<file path="config.mk">
export PLATFORM = sky130hd
export DESIGN_NAME = load_store_unit_flat
export DESIGN_NICKNAME = d
export VERILOG_FILES = /design/src/rtl/load_store_unit_pkg.sv /design/src/rtl/load_store_unit_if.sv /design/src/rtl/lsu_lane_align.sv /design/src/rtl/load_store_unit.sv /design/src/flat_wrapper.sv
export SDC_FILE = /design/constraint.sdc
export NUM_CORES = 1
export LEC_CHECK = 0
export BUFFER_PORTS_ARGS = -buffer_cell sky130_fd_sc_hd__clkbuf_2
export CAP_MARGIN = 15
export CORE_ASPECT_RATIO = 1.1
export CORE_MARGIN = 5
export CORE_UTILIZATION = 40
export CTS_BUF_LIST = sky130_fd_sc_hd__clkbuf_4 sky130_fd_sc_hd__clkbuf_8 sky130_fd_sc_hd__clkbuf_16
export DETAILED_ROUTE_END_ITERATION = 10
export PLACE_DENSITY = 0.65
export SYNTH_ARGS = -nofsm -noshare
export SYNTH_HDL_FRONTEND = slang
export SYNTH_HIERARCHICAL = 1
export SYNTH_SLANG_ARGS = --single-unit
</file>
<file path="constraint.sdc">
create_clock -name CLK -period 4.3 [get_ports CLK]
set_input_delay 0.43 -clock CLK [delete_from_list [all_inputs] [get_ports CLK]]
set_output_delay 0.43 -clock CLK [all_outputs]
set_load 0.005 [all_outputs]
</file>
<file path="src/rtl/load_store_unit_pkg.sv">
// Shared definitions for the load/store unit: funct3 codes, FSM states and the
// request legality check applied at accept time.
package load_store_unit_pkg;

  localparam logic [2:0] F3_B  = 3'd0;
  localparam logic [2:0] F3_H  = 3'd1;
  localparam logic [2:0] F3_W  = 3'd2;
  localparam logic [2:0] F3_BU = 3'd4;
  localparam logic [2:0] F3_HU = 3'd5;

  typedef enum logic [1:0] {
    S_IDLE = 2'd0,
    S_RD   = 2'd1,
    S_WR   = 2'd2,
    S_RESP = 2'd3
  } lsu_state_e;

  // Returns 1 when the request must be rejected without touching memory.
  function automatic logic req_is_bad(input logic        we,
                                      input logic [2:0]  funct3,
                                      input logic [31:0] addr,
                                      input logic [31:0] mem_bytes);
    logic bad;
    bad = 1'b0;
    case (funct3)
      F3_B:    bad = 1'b0;
      F3_H:    bad = addr[0];
      F3_W:    bad = (addr[1:0] != 2'b00);
      F3_BU:   bad = we;
      F3_HU:   bad = we | addr[0];
      default: bad = 1'b1;
    endcase
    if (addr >= mem_bytes) bad = 1'b1;
    return bad;
  endfunction

endpackage

</file>
<file path="src/rtl/load_store_unit_if.sv">
// Request/response and data-memory signals of the load/store unit.
// slave = the LSU itself; master = execute stage plus memory side.
interface load_store_unit_if;
  logic        req_valid;
  logic        req_ready;
  logic        req_we;
  logic [2:0]  req_funct3;
  logic [31:0] req_addr;
  logic [31:0] req_wdata;
  logic        resp_valid;
  logic [31:0] resp_rdata;
  logic        resp_err;
  logic        mem_read;
  logic        mem_write;
  logic [31:0] mem_addr;
  logic [31:0] mem_wdata;
  logic [31:0] mem_rdata;

  modport slave (
    input  req_valid, req_we, req_funct3, req_addr, req_wdata, mem_rdata,
    output req_ready, resp_valid, resp_rdata, resp_err,
           mem_read, mem_write, mem_addr, mem_wdata
  );

  modport master (
    output req_valid, req_we, req_funct3, req_addr, req_wdata, mem_rdata,
    input  req_ready, resp_valid, resp_rdata, resp_err,
           mem_read, mem_write, mem_addr, mem_wdata
  );
endinterface

</file>
<file path="src/rtl/lsu_lane_align.sv">
// Big-endian lane logic shared by the load-extract and store-merge paths.
// Byte offset k lives in word bits [31-8k -: 8].
module lsu_lane_align
  import load_store_unit_pkg::*;
(
  input  logic [2:0]  funct3,
  input  logic [1:0]  offset,
  input  logic [31:0] word,
  input  logic [31:0] wdata,
  output logic [31:0] load_ext,
  output logic [31:0] merged
);

  logic [4:0]  byte_hi;
  logic [7:0]  byte_sel;
  logic [15:0] half_sel;

  assign byte_hi  = {~offset, 3'b111};
  assign byte_sel = word[byte_hi -: 8];
  assign half_sel = offset[1] ? word[15:0] : word[31:16];

  always_comb begin
    load_ext = 32'd0;
    case (funct3)
      F3_B:    load_ext = {{24{byte_sel[7]}}, byte_sel};
      F3_H:    load_ext = {{16{half_sel[15]}}, half_sel};
      F3_W:    load_ext = word;
      F3_BU:   load_ext = {24'd0, byte_sel};
      F3_HU:   load_ext = {16'd0, half_sel};
      default: load_ext = 32'd0;
    endcase
  end

  // Each lane independently decides whether it takes new store data.
  generate
    for (genvar gi = 0; gi < 4; gi++) begin : g_lane
      localparam logic [1:0] LANE = 2'(gi);
      logic       en;
      logic [7:0] nb;

      always_comb begin
        en = 1'b0;
        nb = wdata[7:0];
        case (funct3[1:0])
          2'd0: en = (offset == LANE);
          2'd1: begin
            en = (offset[1] == LANE[1]);
            nb = LANE[0] ? wdata[7:0] : wdata[15:8];
          end
          default: begin
            en = 1'b1;
            nb = wdata[31-8*gi -: 8];
          end
        endcase
      end

      assign merged[31-8*gi -: 8] = en ? nb : word[31-8*gi -: 8];
    end
  endgenerate

endmodule

</file>
<file path="src/rtl/load_store_unit.sv">
// RV32I load/store unit in front of a big-endian byte-array data memory.
// Word-aligned accesses, read-modify-write for SB/SH, registered responses.
module load_store_unit
  import load_store_unit_pkg::*;
#(
  parameter int unsigned MEM_BYTES = 512
) (
  input  logic              CLK,
  input  logic              RST,
  load_store_unit_if.slave  bus
);

  lsu_state_e  state_reg;
  logic        ready_reg;
  logic        we_reg;
  logic [2:0]  funct3_reg;
  logic [31:0] addr_reg;
  logic [31:0] wdata_reg;
  logic [31:0] rbuf_reg;
  logic        resp_valid_reg;
  logic        resp_err_reg;
  logic [31:0] resp_rdata_reg;
  logic        mem_read_reg;
  logic        mem_write_reg;
  logic [31:0] mem_addr_reg;
  logic [31:0] mem_wdata_reg;

  logic        req_bad;
  logic [31:0] align_word;
  logic [31:0] load_ext;
  logic [31:0] merged;

  assign req_bad = req_is_bad(bus.req_we, bus.req_funct3, bus.req_addr, 32'(MEM_BYTES));

  // Extract and merge both complete on the edge that ends RD, so the live read
  // data is the word that lands in rbuf on that same edge.
  assign align_word = (state_reg == S_RD) ? bus.mem_rdata : rbuf_reg;

  lsu_lane_align u_align (
    .funct3   (funct3_reg),
    .offset   (addr_reg[1:0]),
    .word     (align_word),
    .wdata    (wdata_reg),
    .load_ext (load_ext),
    .merged   (merged)
  );

  always_ff @(posedge CLK) begin
    if (RST) begin
      state_reg      <= S_IDLE;
      ready_reg      <= 1'b1;
      we_reg         <= 1'b0;
      funct3_reg     <= 3'd0;
      addr_reg       <= 32'd0;
      wdata_reg      <= 32'd0;
      rbuf_reg       <= 32'd0;
      resp_valid_reg <= 1'b0;
      resp_err_reg   <= 1'b0;
      resp_rdata_reg <= 32'd0;
      mem_read_reg   <= 1'b0;
      mem_write_reg  <= 1'b0;
      mem_addr_reg   <= 32'd0;
      mem_wdata_reg  <= 32'd0;
    end else begin
      resp_valid_reg <= 1'b0;
      resp_err_reg   <= 1'b0;
      resp_rdata_reg <= 32'd0;
      mem_read_reg   <= 1'b0;
      mem_write_reg  <= 1'b0;
      case (state_reg)
        S_IDLE: begin
          if (bus.req_valid) begin
            we_reg     <= bus.req_we;
            funct3_reg <= bus.req_funct3;
            addr_reg   <= bus.req_addr;
            wdata_reg  <= bus.req_wdata;
            ready_reg  <= 1'b0;
            if (req_bad) begin
              state_reg      <= S_RESP;
              resp_valid_reg <= 1'b1;
              resp_err_reg   <= 1'b1;
            end else if (bus.req_we && bus.req_funct3 == F3_W) begin
              state_reg     <= S_WR;
              mem_write_reg <= 1'b1;
              mem_addr_reg  <= {bus.req_addr[31:2], 2'b00};
              mem_wdata_reg <= bus.req_wdata;
            end else begin
              state_reg    <= S_RD;
              mem_read_reg <= 1'b1;
              mem_addr_reg <= {bus.req_addr[31:2], 2'b00};
            end
          end
        end
        S_RD: begin
          rbuf_reg <= bus.mem_rdata;
          if (we_reg) begin
            state_reg     <= S_WR;
            mem_write_reg <= 1'b1;
            mem_addr_reg  <= {addr_reg[31:2], 2'b00};
            mem_wdata_reg <= merged;
          end else begin
            state_reg      <= S_RESP;
            resp_valid_reg <= 1'b1;
            resp_rdata_reg <= load_ext;
          end
        end
        S_WR: begin
          state_reg      <= S_RESP;
          resp_valid_reg <= 1'b1;
        end
        S_RESP: begin
          state_reg <= S_IDLE;
          ready_reg <= 1'b1;
        end
      endcase
    end
  end

  assign bus.req_ready  = ready_reg;
  assign bus.resp_valid = resp_valid_reg;
  assign bus.resp_err   = resp_err_reg;
  assign bus.resp_rdata = resp_rdata_reg;
  assign bus.mem_read   = mem_read_reg;
  // A write cycle that coincides with reset must not reach memory.
  assign bus.mem_write  = mem_write_reg & ~RST;
  assign bus.mem_addr   = mem_addr_reg;
  assign bus.mem_wdata  = mem_wdata_reg;

endmodule

</file>
<file path="src/flat_wrapper.sv">
// flat-port wrapper written by rule: the top's interface ports become plain ports
module load_store_unit_flat import load_store_unit_pkg::*;
#(
  parameter int unsigned MEM_BYTES = 512
)
  (CLK, RST, bus_req_valid, bus_req_we, bus_req_funct3, bus_req_addr, bus_req_wdata, bus_mem_rdata, bus_req_ready, bus_resp_valid, bus_resp_rdata, bus_resp_err, bus_mem_read, bus_mem_write, bus_mem_addr, bus_mem_wdata);
  load_store_unit_if bus_i ();
  input  logic CLK;
  input  logic RST;
  input wire logic [$bits(bus_i.req_valid)-1:0] bus_req_valid;
  input wire logic [$bits(bus_i.req_we)-1:0] bus_req_we;
  input wire logic [$bits(bus_i.req_funct3)-1:0] bus_req_funct3;
  input wire logic [$bits(bus_i.req_addr)-1:0] bus_req_addr;
  input wire logic [$bits(bus_i.req_wdata)-1:0] bus_req_wdata;
  input wire logic [$bits(bus_i.mem_rdata)-1:0] bus_mem_rdata;
  output wire logic [$bits(bus_i.req_ready)-1:0] bus_req_ready;
  output wire logic [$bits(bus_i.resp_valid)-1:0] bus_resp_valid;
  output wire logic [$bits(bus_i.resp_rdata)-1:0] bus_resp_rdata;
  output wire logic [$bits(bus_i.resp_err)-1:0] bus_resp_err;
  output wire logic [$bits(bus_i.mem_read)-1:0] bus_mem_read;
  output wire logic [$bits(bus_i.mem_write)-1:0] bus_mem_write;
  output wire logic [$bits(bus_i.mem_addr)-1:0] bus_mem_addr;
  output wire logic [$bits(bus_i.mem_wdata)-1:0] bus_mem_wdata;
  assign bus_i.req_valid = bus_req_valid;
  assign bus_i.req_we = bus_req_we;
  assign bus_i.req_funct3 = bus_req_funct3;
  assign bus_i.req_addr = bus_req_addr;
  assign bus_i.req_wdata = bus_req_wdata;
  assign bus_i.mem_rdata = bus_mem_rdata;
  assign bus_req_ready = bus_i.req_ready;
  assign bus_resp_valid = bus_i.resp_valid;
  assign bus_resp_rdata = bus_i.resp_rdata;
  assign bus_resp_err = bus_i.resp_err;
  assign bus_mem_read = bus_i.mem_read;
  assign bus_mem_write = bus_i.mem_write;
  assign bus_mem_addr = bus_i.mem_addr;
  assign bus_mem_wdata = bus_i.mem_wdata;
  load_store_unit #(.MEM_BYTES(MEM_BYTES)) u_core (.CLK(CLK), .RST(RST), .bus(bus_i));
endmodule
</file>
Word level (Yosys, flattened, before mapping). Cells that the tools add are included.

Input bits: 103. Logic and storage cells: 102. Latch bits: 0. Register bits after elaboration: 203. Memories: 0. Bits in writable memories: 0. Bits in read-only memories: 0. Output and inout bits: 101.

Bitwise gates (word level): 8. Equality and inequality tests: 19. Divide/modulo/power cells: 0. Multipliers: 0. Add/sub/neg operators: 0. Shift operators: 1. Reductions and logical operators: 17. Magnitude comparators: 1. Muxes and demuxes: 42.

Operators by type and width (number): 32-bit 2-to-1 mux (8); 32-bit one-hot mux with 5 select lines (1); 32-bit one-hot mux with 2 select lines (2); 8-bit 2-to-1 mux (6); 39-bit by 6-bit indexed part select with 8-bit output (1); 32-bit by 10-bit greater-or-equal comparator with 1-bit output, second input constant (1); 16-bit 2-to-1 mux (1); 8-bit one-hot mux with 2 select lines (1); 3-bit == test, second input constant (4); 1-bit one-hot mux with 2 select lines (6); 1-bit 2-to-1 mux (11); 2-bit == test, second input constant (4); 2-bit one-hot mux with 4 select lines (1); 2-bit by 1-bit == test with 1-bit output, second input constant (3); 3-bit by 1-bit == test with 1-bit output, second input constant (2); 3-bit by 2-bit == test with 1-bit output, second input constant (2); 2-bit zero test (3); 3-bit zero test (2); 2-bit 2-to-1 mux (3); 2-bit nonzero test (3); 1-bit inverter (5); 1-bit one-hot mux with 5 select lines (1); 5-bit AND reduction (1); 2-bit by 1-bit != test with 1-bit output, second input constant (2); 11 further kinds (14).

Logic depth before layout (Yosys ltp).
Depth in word-level cells: 6. Gate-level depth with buffers: 12. Gate-level depth less buffers: 8.

Cells and area by module. Netlist, hierarchy kept.

Modules (own cells, without submodules): load_store_unit (cells each 863, sequential area each 4023.9 µm², times used 1, area each 8191.6 µm²); lsu_lane_align (cells each 254, sequential area each 0.0 µm², times used 1, area each 1631.6 µm²).

Worst setup path after synthesis. No wires, ideal clock.

Path type: register -> register. Start: register u_core.state_reg[1]. End: register u_core.resp_rdata_reg[17], in the netlist u_core/bus.resp_rdata[17]. Path slack: 1.681 ns. Stages on the path, launching flop included: 11. Buffers on the path: 3. Arrival: 2.504 ns. Library setup time: 0.115 ns. Required time: 4.185 ns. Period minus slack after synthesis: 2.619 ns. Cells stage by stage: dfxtp_1 inv_1 ha_1 clkbuf_1 clkbuf_1 mux2_2 mux2_4 a221oi_4 buf_6 a21oi_2 and2_1.

Cells in the longest elaborated chain, start to end: 4. Elaborated cells between the ends (all ways): 7. Those cells by class: eq/ne (1); shift (1); mux (3); bitwise (1); reduce/logical (1).

Ends and longest elaborated chain: start: declaration (line load_store_unit.sv:13) `lsu_state_e state_reg;`; start signal: assignment (line load_store_unit.sv:50) `state_reg <= S_IDLE;`; start signal: assignment (line load_store_unit.sv:79) `state_reg <= S_RESP;`; start signal: assignment (line load_store_unit.sv:83) `state_reg <= S_WR;`; 2-bit by 1-bit == test with 1-bit output (line load_store_unit.sv:37) `assign align_word = (state_reg == S_RD) ? bus.mem_rdata : rbuf_reg;`; 32-bit 2-to-1 mux (line load_store_unit.sv:37); via u_core.align_word[23] (line load_store_unit.sv:29) `logic [31:0] align_word;`; 39-bit by 6-bit indexed part select with 8-bit output (line lsu_lane_align.sv:19) `assign byte_sel = word[byte_hi -: 8];`; 32-bit one-hot mux with 5 select lines (line lsu_lane_align.sv:24) `case (funct3)`; via u_core.load_ext[17] (line load_store_unit.sv:30) `logic [31:0] load_ext;`; end signal: assignment (line load_store_unit.sv:104) `resp_rdata_reg <= load_ext;`; end: declaration (line load_store_unit.sv:22) `logic [31:0] resp_rdata_reg;`.

The timed path passes the listed nets, and every way through them passes these cells. A chain may end at the register's enable or synchronous reset.

Worst setup path in the final report.
Start: register u_core.state_reg[1]. End: register u_core.resp_rdata_reg[27], in the netlist u_core/bus.resp_rdata[27].

Cells in the longest elaborated chain, start to end: 4. Elaborated cells between the ends (all ways): 7. Those cells by class: eq/ne (1); shift (1); mux (3); bitwise (1); reduce/logical (1).

Ends and longest elaborated chain (line): 2-bit by 1-bit == test with 1-bit output * (load_store_unit.sv:37); 32-bit 2-to-1 mux * (load_store_unit.sv:37); via u_core.align_word[31] (load_store_unit.sv:29); 39-bit by 6-bit indexed part select with 8-bit output / 16-bit 2-to-1 mux (equally long branches) (lsu_lane_align.sv:19, lsu_lane_align.sv:20); 32-bit one-hot mux with 5 select lines * (lsu_lane_align.sv:24); via u_core.load_ext[27] (load_store_unit.sv:30).

Mark *: on every way through the listed nets, which the timed path passes. The rest lies on a longest branch.

==> summary.md <==
| Metric | Value |
|---|---|
| Count of cell types in the netlist | `50` |
| TritonCTS clock tree | `done` |
| Sw Ratio | `35.0%` |
| Clk pwr share | `30.0%` |
| Most frequent cells in the layout | `200 x clkbuf_2, 200 x dfxtp_1, 185 x nand2_1` |
| Htree depth | `1` |
| First-pass GRT wire length | `43000 µm` |
| First drt pass iteration count | `5` |
| FMAX | `331 MHz` |
| Asr flop ratio synth | `0%` |
| CP peak stage delay | `0.80 ns` |
| Die Footprint | `27800 µm²` |
| Post-layout util | `48.0%` |
| Cell area after synthesis | `9820 µm²` |
| RePlAce Congestion | `0.885` |
| Post_cts resized | `0` |
| Worst slew margin | `23.8%` |
| CP required | `4.70 ns` |
| Core area | `24300 µm²` |
| Drt via density | `5.06` |
| Combinational power share | `33.8%` |
| Crit Path Class | `register to register` |
| Post-CTS Setup Bufs | `0` |
| Via count | `8067` |
| CP startpoint | `u_core/state_reg[1]` |
| Status | `finished clean` |
| Number of remaining DRC errors | `0` |
| Clk_skew | `0.0147 ns` |
| Crit path capture | `u_core/bus.resp_rdata[27]` |
| Reg-to-reg slack, setup | `1.28 ns` |
| Avg Inst Size Synth | `8.79 µm²` |
| Post-synth EDFFs | `0` |
| Sequential share of the synthesized area | `41.0%` |
| Setup TNS | `0 ns` |
| Io pins | `204` |
| Crit-path slowest cell | `a221oi_4` |
| Pre-CTS WS | `1.19 ns` |
| WL per Instance | `16.9 µm` |
| Fin. max-slew vios | `0` |
| GRT Util Overall | `18.7%` |
| Nature of the critical path endpoint | `register` |
| Largest net degree at the start of global routing | `135` |
| P_int | `4020 µW` |
| Seq cells post-synth | `201` |
| Pwr/cell area | `530 nW/µm²` |
| Port Buf Inserts | `201` |
| Critical Path Fanout Max | `34` |
| Antenna violations before repair | `3` |
| Unrepaired setup endpoints after global routing | `false` |
| # setup viols final | `0` |
| CTS Buffer Depth | `3` |
| Clk sinks | `201` |
| Cell count after synthesis | `1117` |
| Min-Delay Path Class | `primary input to register` |
| Vias in the first global route | `7963` |
| Initial Utilization | `40.4%` |
| Max cap viols | `0` |
| Final ANT Viol Nets | `0` |
| Crit path arrival time | `3.42 ns` |
| YS warnings | `6` |
| Worst-path cell chain | `inv_1 > ha_4 > mux2_2 > mux2_4 > a221oi_4 > a21oi_1 > and2_1` |
| Die Width | `159 µm` |
| Clock root buffer | `clkbuf_16` |
| Reg2reg path depth | `7` |
| Rows | `60` |
| Reg-to-Reg Start | `u_core/state_reg[1]` |
| Share of cells above drive strength 1 | `29.8%` |
| DP HPWL | `19100 µm` |
| P_leak | `0.00502 µW` |
| Number of inserted diodes | `0` |
| Clock Latency Late Sink | `0.51 ns` |
| Final hold vios | `0` |
| Fin area | `11700 µm²` |
| Routed wire length | `27000 µm` |
| DR iter-0 viols | `418` |
| Die Height | `174 µm` |
| Final net count | `1375` |
| Slew @ Worst Pin | `1.14 ns` |
| Aggregate global routing overflow | `0` |
| VDD IR max | `0.000243 V` |
| Setup ws final | `1.28 ns` |
| Layout Area Growth over Synthesis | `18.8%` |
| Top_reg_cell synth | `dfxtp_1` |
| CTS Buf Count | `23` |
| Nature of the critical path startpoint | `register` |
| Net Sw Power | `2170 µW` |
| R2R Path End | `u_core/bus.resp_rdata[27]` |
| Crit share post-route | `70.2%` |
| Min cycle time layout | `3.02 ns` |
| Reg clk slew, reported paths | `0.06 ns` |
| Seq pwr share | `36.2%` |
| Dpl cell area | `10900 µm²` |
| Post-CTS Hold Buffers | `0` |
[worst min path at each step]
stage | endpoint | depth (start not counted) | startpoint | slack, ns
final | u_core/wdata_reg[21] | 3 | bus_req_wdata[21] | 0.15
after global placement | u_core/addr_reg[3] | 2 | u_core/addr_reg[3] | 0.44
after floorplan | u_core/addr_reg[10] | 2 | u_core/addr_reg[10] | 0.44
after CTS | u_core/wdata_reg[2] | 3 | bus_req_wdata[2] | 0.14
after global routing | u_core/wdata_reg[10] | 3 | bus_req_wdata[10] | 0.15
after detailed placement | u_core/wdata_reg[22] | 2 | u_core/wdata_reg[22] | 0.45
[cell usage after synthesis, types with 3 or more instances]
cell type | number | area share (%)
nor2_1 | 93 | 3.6
nand2b_1 | 4 | 0.25
inv_1 | 10 | 0.38
mux2_2 | 101 | 12
buf_2 | 9 | 0.46
mux2i_1 | 96 | 9.8
a21oi_1 | 89 | 4.5
and2_1 | 35 | 2.2
buf_6 | 10 | 1.1
ha_1 | 4 | 0.51
nand2_1 | 186 | 7.1
clkbuf_1 | 54 | 2.1
nor2b_1 | 97 | 6.2
o21ai_0 | 48 | 2.4
a21oi_2 | 10 | 0.89
a221o_1 | 8 | 0.82
buf_1 | 10 | 0.38
o22a_1 | 7 | 0.62
buf_4 | 4 | 0.31
nor3_1 | 3 | 0.15
nor4_1 | 4 | 0.25
dfxtp_1 | 201 | 41
[through the flow]
step / power, µW / hold WS (ns) / instances
6_report: 6180 / 0.154 / 1594
5_1_grt: 6540 / 0.149 / 1594
4_1_cts: 6230 / 0.136 / 1593
3_5_place_dp: 4360 / 0.447 / 1552
3_3_place_gp: 4330 / 0.441 / 1552
2_1_floorplan: 3820 / 0.436 / 1118
[cells by family after synthesis]
| kind of cell | count (synthesis) | synth area share, % |
|---|---|---|
| AND/OR/NAND/NOR | 435 | 20.9 |
| flip-flops | 201 | 41.0 |
| multiplexers | 200 | 21.8 |
| AO/OA/AOI/OAI | 177 | 11.0 |
| buffers and inverters | 99 | 4.83 |
| adder cells (fa/ha/maj) | 4 | 0.510 |
| other | 1 | 0.0382 |
[layer usage]
layer / up-vias / wire length (µm) / track usage, %
li1: 4042 / - / -
met5: - / 39 / 0
met3: 45 / 2090 / 5.05
met2: 251 / 12700 / 31.6
met1: 3723 / 11500 / 23.6
met4: 6 / 617 / 5.12
[worst max-delay path, delay by kind of cell, from the launching register on]
kind | cells | cell delay (ns)
AOI/OAI and AO/OA | 2 | 0.94
adders and majority gates | 1 | 0.56
buffers and inverters | 1 | 0.11
DFF | 1 | 0.34
muxes | 2 | 0.77
and+or+nand+nor | 1 | 0.18
[power groups by stage]
| stage | Combinational, µW | Sequential, µW | Clock [µW] |
|---|---|---|---|
| 5_1_grt | 2300 | 2270 | 1980 |
| 4_1_cts | 2090 | 2240 | 1900 |
| 3_3_place_gp | 2060 | 2270 | 0 |
| 3_5_place_dp | 2080 | 2280 | 0 |
| 6_report | 2090 | 2240 | 1860 |
| 2_1_floorplan | 1610 | 2210 | 0 |
[cell type report]
cell class	count	area [µm²]
Fill cell	2409	12700
Multi-Input combinational cell	818	5360
Sequential cell	201	4030
Timing Repair Buffer	213	1130
Clock buffer	31	654
Tap cell	310	388
Clock inverter	10	63.8
Inverter	11	41.3
Note: power is estimated with default switching activity, not from simulation.
